==> src/rtl/lc3b_cache_pkg.sv <==
// Shared types for the LC-3b direct-mapped cache: line/offset types, the
// cache FSM state encoding and a helper that locates a word inside a line.
package lc3b_cache_pkg;

    typedef logic [15:0]  lc3b_word;
    typedef logic [1:0]   lc3b_mem_wmask;
    typedef logic [127:0] lc3b_line;
    typedef logic [2:0]   lc3b_c_offset;

    typedef enum logic [1:0] {
        S_IDLE,
        S_WRITEBACK,
        S_ALLOCATE
    } cache_state_e;

    localparam int LINE_BYTES_LOG2 = 4;

    // Bit position of the least significant bit of word 'off' within a line.
    function automatic logic [6:0] word_lsb(input lc3b_c_offset off);
        return {off, 4'b0000};
    endfunction

endpackage

==> src/rtl/lc3b_cache_control.sv <==
// Cache controller FSM: decides hit response, writeback and allocate phases,
// and drives the physical-memory strobes from registered state only.
module cache_control
    import lc3b_cache_pkg::*;
(
    input  logic         clk,
    input  logic         rst_n,
    input  logic         mem_read,
    input  logic         mem_write,
    input  logic         hit,
    input  logic         valid,
    input  logic         dirty,
    input  logic         pmem_resp,
    output cache_state_e state,
    output logic         mem_resp,
    output logic         write_hit,
    output logic         miss_start,
    output logic         fill_en,
    output logic         pmem_read,
    output logic         pmem_write
);

    cache_state_e state_d, state_q;
    logic         pmem_read_d, pmem_read_q;
    logic         pmem_write_d, pmem_write_q;
    logic         request;

    assign request = mem_read | mem_write;

    // NOTE: every signal assigned here gets a default first so no latch is inferred.
    always_comb begin
        state_d = state_q;
        unique case (state_q)
            S_IDLE: begin
                if (request && !hit) begin
                    state_d = (valid && dirty) ? S_WRITEBACK : S_ALLOCATE;
                end
            end
            S_WRITEBACK: begin
                if (pmem_resp) state_d = S_ALLOCATE;
            end
            S_ALLOCATE: begin
                if (pmem_resp) state_d = S_IDLE;
            end
            default: state_d = S_IDLE;
        endcase
        pmem_write_d = (state_d == S_WRITEBACK);
        pmem_read_d  = (state_d == S_ALLOCATE);
    end

    // NOTE: sequential state uses non-blocking assignments only.
    always_ff @(posedge clk or negedge rst_n) begin
        if (!rst_n) begin
            state_q      <= S_IDLE;
            pmem_read_q  <= 1'b0;
            pmem_write_q <= 1'b0;
        end else begin
            state_q      <= state_d;
            pmem_read_q  <= pmem_read_d;
            pmem_write_q <= pmem_write_d;
        end
    end

    // A request only completes from IDLE; the miss phases never respond.
    assign mem_resp   = (state_q == S_IDLE) && request && hit;
    assign write_hit  = mem_resp && mem_write;
    assign miss_start = (state_q == S_IDLE) && request && !hit;
    assign fill_en    = (state_q == S_ALLOCATE) && pmem_resp;
    assign state      = state_q;
    assign pmem_read  = pmem_read_q;
    assign pmem_write = pmem_write_q;

endmodule

==> src/rtl/lc3b_cache.sv <==
// Direct-mapped write-back, write-allocate cache between the LC-3b control
// FSM memory port and 128-bit-line physical memory.
module lc3b_cache
    import lc3b_cache_pkg::*;
#(
    parameter int NUM_SETS = 8
) (
    input  logic         clk,
    input  logic         rst_n,
    input  logic [15:0]  mem_address,
    input  logic         mem_read,
    input  logic         mem_write,
    input  logic [1:0]   mem_byte_enable,
    input  logic [15:0]  mem_wdata,
    output logic [15:0]  mem_rdata,
    output logic         mem_resp,
    output logic [15:0]  pmem_address,
    output logic         pmem_read,
    output logic         pmem_write,
    output logic [127:0] pmem_wdata,
    input  logic [127:0] pmem_rdata,
    input  logic         pmem_resp
);

    localparam int IW = $clog2(NUM_SETS);
    localparam int TW = 12 - IW;

    logic [TW-1:0] req_tag;
    logic [IW-1:0] req_index;
    lc3b_c_offset  req_offset;
    logic          unused_addr_bit;

    assign req_tag         = mem_address[15:LINE_BYTES_LOG2+IW];
    assign req_index       = mem_address[LINE_BYTES_LOG2+IW-1:LINE_BYTES_LOG2];
    assign req_offset      = mem_address[3:1];
    assign unused_addr_bit = mem_address[0];

    lc3b_line              data_d [NUM_SETS];
    lc3b_line              data_q [NUM_SETS];
    logic [TW-1:0]         tag_d  [NUM_SETS];
    logic [TW-1:0]         tag_q  [NUM_SETS];
    logic [NUM_SETS-1:0]   valid_d, valid_q;
    logic [NUM_SETS-1:0]   dirty_d, dirty_q;
    logic [TW-1:0]         miss_tag_d, miss_tag_q;
    logic [IW-1:0]         miss_index_d, miss_index_q;

    cache_state_e state;
    logic         hit;
    logic         write_hit;
    logic         miss_start;
    logic         fill_en;
    lc3b_line     line_wr;

    assign hit = valid_q[req_index] && (tag_q[req_index] == req_tag);

    cache_control u_control (
        .clk        (clk),
        .rst_n      (rst_n),
        .mem_read   (mem_read),
        .mem_write  (mem_write),
        .hit        (hit),
        .valid      (valid_q[req_index]),
        .dirty      (dirty_q[req_index]),
        .pmem_resp  (pmem_resp),
        .state      (state),
        .mem_resp   (mem_resp),
        .write_hit  (write_hit),
        .miss_start (miss_start),
        .fill_en    (fill_en),
        .pmem_read  (pmem_read),
        .pmem_write (pmem_write)
    );

    // Gating on hit keeps mem_rdata at zero out of reset and on misses.
    assign mem_rdata = hit ? data_q[req_index][word_lsb(req_offset) +: 16] : '0;

    always_comb begin
        line_wr = data_q[req_index];
        if (mem_byte_enable[0]) line_wr[word_lsb(req_offset) +: 8]        = mem_wdata[7:0];
        if (mem_byte_enable[1]) line_wr[word_lsb(req_offset) + 7'd8 +: 8] = mem_wdata[15:8];
    end

    always_comb begin
        data_d       = data_q;
        tag_d        = tag_q;
        valid_d      = valid_q;
        dirty_d      = dirty_q;
        miss_tag_d   = miss_tag_q;
        miss_index_d = miss_index_q;
        if (write_hit && (mem_byte_enable != 2'b00)) begin
            data_d[req_index]  = line_wr;
            dirty_d[req_index] = 1'b1;
        end
        // The missing line is captured once so pmem never sees mem_address live.
        if (miss_start) begin
            miss_tag_d   = req_tag;
            miss_index_d = req_index;
        end
        if (fill_en) begin
            data_d[miss_index_q]  = pmem_rdata;
            tag_d[miss_index_q]   = miss_tag_q;
            valid_d[miss_index_q] = 1'b1;
            dirty_d[miss_index_q] = 1'b0;
        end
    end

    always_ff @(posedge clk or negedge rst_n) begin
        if (!rst_n) begin
            valid_q      <= '0;
            dirty_q      <= '0;
            miss_tag_q   <= '0;
            miss_index_q <= '0;
        end else begin
            valid_q      <= valid_d;
            dirty_q      <= dirty_d;
            miss_tag_q   <= miss_tag_d;
            miss_index_q <= miss_index_d;
        end
    end

    // NOTE: line data and tags are storage qualified by valid, so they carry no reset.
    always_ff @(posedge clk) begin
        data_q <= data_d;
        tag_q  <= tag_d;
    end

    always_comb begin
        pmem_address = '0;
        pmem_wdata   = '0;
        unique case (state)
            S_WRITEBACK: begin
                pmem_address = {tag_q[miss_index_q], miss_index_q, 4'b0000};
                pmem_wdata   = data_q[miss_index_q];
            end
            S_ALLOCATE: begin
                pmem_address = {miss_tag_q, miss_index_q, 4'b0000};
            end
            default: begin
                pmem_address = '0;
                pmem_wdata   = '0;
            end
        endcase
    end

endmodule
==> config.mk <==
export PLATFORM = sky130hd
export DESIGN_NAME = lc3b_cache
export DESIGN_NICKNAME = d
export VERILOG_FILES = /design/src/rtl/lc3b_cache_pkg.sv /design/src/rtl/lc3b_cache_control.sv /design/src/rtl/lc3b_cache.sv
export SDC_FILE = /design/constraint.sdc
export NUM_CORES = 2
export LEC_CHECK = 0
export BUFFER_PORTS_ARGS = -buffer_cell sky130_fd_sc_hd__buf_2
export CAP_MARGIN = 20
export CORE_ASPECT_RATIO = 2
export CORE_MARGIN = 8
export CORE_UTILIZATION = 40
export CTS_BUF_LIST = sky130_fd_sc_hd__clkbuf_4 sky130_fd_sc_hd__clkbuf_8
export CTS_CLUSTER_DIAMETER = 150
export DETAILED_ROUTE_END_ITERATION = 10
export PLACE_DENSITY = 0.54
export SLEW_MARGIN = 20
export SYNTH_ARGS = -nofsm -noshare
export SYNTH_HDL_FRONTEND = slang
export SYNTH_SLANG_ARGS = --single-unit
export TNS_END_PERCENT = 10
==> constraint.sdc <==
create_clock -name clk -period 4.7 [get_ports clk]
set_input_delay 0.705 -clock clk [delete_from_list [all_inputs] [get_ports clk]]
set_output_delay 0.705 -clock clk [all_outputs]
set_load 0.02 [all_outputs]
==> key figures <==
Finish
  • Post-route cell area: 70500 sq um
  • Layout area overhead: 12.4%
  • Layout Nets: 7259
  • Non-Filler Instances: 9324
  • Fillers: 15400
  • Share of layout cells above drive strength 1: 15.9%
  • Post-Route Utilization: 45.2%

Yosys
  • Largest family of logic cells by synthesized area: compound AO/OA/AOI/OAI gates
  • Post-synth top area share: 32.7%
  • Yosys warning count: 0
  • Synth top cells by count: nand2_1, mux2i_1, o21ai_1, dfxtp_1, a22oi_1
  • Multiplexer share of the synthesized area: 21.0%
  • Post-synthesis adder-cell area fraction: 0.199%
  • Cell Area, Synth: 62700 sq um
  • Synth Instances: 7024
  • Synth area leaders: dfxtp_1, mux2i_1, o21ai_1
  • Synth Area in Simple Gates: 9.28%
  • Yosys top cell by area: dfxtp_1
  • Commonest register cell after synthesis: dfxtp_1
  • Post-Synth XOR/XNOR Area: 0.0978%
  • Post-synthesis sequential area ratio: 37.4%
  • Synthesized area per cell: 8.93 sq um
  • FFs w/ async S/R, synth: 2.84%
  • Yosys reg bits: 1128
  • EDFF count, synth: 72
  • Post-synthesis compound-gate area fraction: 24.5%
  • Cell variety after synth: 65
  • Most frequent cell after synthesis: nand2_1

Drt
  • Vias per cell: 6.53
  • Routed Antenna Nets: 0
  • Drt pass-1 iters: 7
  • Total Routed Length: 306 mm
  • DR vias: 60900
  • Initial drt markers: 8146
  • WL/cell: 32.8 microns
  • Residual DRC: 0

STA
  • Setup TNS: 0 ns
  • Slew @ Worst Pin: 1.25 ns
  • Hold Slack: 0.0733 ns
  • RSZ-0062 raised after global routing: true
  • F_max: 0.214 GHz
  • Final setup viols: 0
  • Slew headroom: 16.9%
  • Hold Vio Cnt, Final: 0
  • Minimum clock period after layout: 4.68 ns
  • Slew Limit Fails: 0
  • Layout Skew: 0.0656 ns
  • Fin crit share: 99.6%

Run
  • Maxcap violations: 0

Place
  • DPL Wire Length: 200 mm
  • Placed Cells: 8970
  • Area after DPL: 66500 sq um
  • Port-buffer cells: 324
  • Placer Congestion: 0.924

Critical path
  • Arrival time worst endpoint: 3.97 ns
  • Worst R2R Path Depth: 10
  • Peak fanout along the critical path: 10
  • Critical Path RT: 3.99 ns
  • Critical Path End Type: primary output
  • WS Path Type: reg -> out
  • CP Launch Type: flip-flop

Floorplanning
  • Total core area: 156000 sq um
  • Io pins: 330
  • Die Area: 170000 sq um
  • Initial core utilization: 40.2%
  • Vert. Die Dim: 576 microns
  • Die Width: 296 microns
  • Cell row count: 205

Global routing
  • Vias in the first global route: 58400
  • GRT overflow: 0
  • Largest net degree at the start of global routing: 88
  • Total track usage: 34.3%
  • First-pass GRT wire length: 432 mm
  • Antenna violations before repair: 70

CTS
  • Post-CTS Setup Bufs: 0
  • Worst-Skew Late Latency: 0.92 ns
  • H-tree depth: 4
  • CTS tree: built
  • Clk slew on worst S/H paths: 0.08 ns
  • Clock root cell: clkbuf_8
  • Num CTS Buffers: 179
  • Clock sink total: 1128
  • Clk buf depth: 4

Outcome
  • Status: finished clean

Power
  • Worst vdd ir: 0.419 mV
  • Pwr Density: 631 nW/um^2
  • Leakage power: 0.0233 uW

Hold path
  • Worst Hold Class: in -> reg
  • Hold-critical path depth: 2
==> registers in the layout (all words and copies together) (netlist names) <==
register	flops
u_control.state	2
u_control.pmem_write	1
valid_q	8
dirty_q	8
u_control.pmem_read	1
miss_index_q	3
data_q	1024
miss_tag_q	9
tag_q	72
==> per-layer routing <==
layer,global-route usage (%),up-vias,wire length (microns)
li1,-,26100,-
met1,40.2,29100,110000
met2,53.4,4263,135000
met3,8.34,1296,32900
met4,26.4,42,28000
met5,0,-,273
==> final timing paths <==
check / from / slack (ns) / to
max: tag_q[4] / 0.02 / mem_rdata[6]
min reg2reg: valid_q[0] / 0.47 / valid_q[0]
min in group asynchronous: rst_n / 0.46 / miss_tag_q[7]
min: mem_address[14] / 0.07 / miss_tag_q[7]
max reg2reg: tag_q[4] / 1.24 / data_q[459]
max in group asynchronous: rst_n / 3.68 / miss_tag_q[4]
==> cell usage in the layout (no fill, tap or decap), drive strengths merged, types with 139 or more instances in the layout <==
master and instances:
a21oi 206, a221oi 224, a22o 186, a22oi 508
a31oi 139, buf 663, clkbuf 278, dfxtp 1024
mux2i 1102, nand2 1107, o21ai 1087
==> where the power goes <==
part | total (uW) | switching (uW) | internal, uW
clock network | 9340 | 4290 | 5050
logic | 16600 | 10200 | 6330
registers | 18600 | 4020 | 14500
total | 44400 | 18500 | 25900
==> cell type report <==
cell class                      count  area [sq um]  area share, %
Multi-Input combinational cell   5087         34700           49.2
Sequential cell                  1128         23500           33.3
Timing Repair Buffer              665          5700           8.08
Clock buffer                      277          3470           4.92
Tap cell                         2070          2590           3.67
Clock inverter                     27           314          0.446
Inverter                           21           144          0.204
Antenna cell                       49           123          0.174
==> what timing repair did <==
action                                  CTS  global route
pin swaps                                 0             0
hold buffers                              1             0
gates resized for setup                   4             4
endpoints found under the setup margin    4             4
endpoints found under the hold margin    32             0
==> cell families (layout without fill, tap and decap cells) <==
family / Yosys count / after routing
flip-flops: 1128 / 1128
XOR/XNOR: 7 / 7
multiplexers: 1245 / 1245
buffers and inverters: 812 / 990
AND/OR/NAND/NOR: 1402 / 1402
AO/OA/AOI/OAI: 2419 / 2419
other: 1 / 53
adder cells (fa/ha/maj): 10 / 10
==> through the flow <==
| stage | total power [uW] | setup WS, ns |
|---|---|---|
| after floorplan | 27900 | 0.0337 |
| after global placement | 34200 | 0.0443 |
| after detailed placement | 34700 | 0.0728 |
| after CTS | 44000 | 0.00365 |
| after global routing | 46400 | -0.0946 |
| final | 44400 | 0.0200 |
==> worst max-delay path, stage by stage, from the launching register on <==
cell and delay, ns:
edfxtp_1 0.42, mux4_2 0.49, mux2i_1 0.17, xnor2_1 0.09, or4_4 0.57, buf_4 0.24, nor3_1 0.15, buf_4 0.24
o21ai_0 0.13, nor3_2 0.26, buf_4 0.17, buf_2 0.15
(Power assumes the default switching activity.)
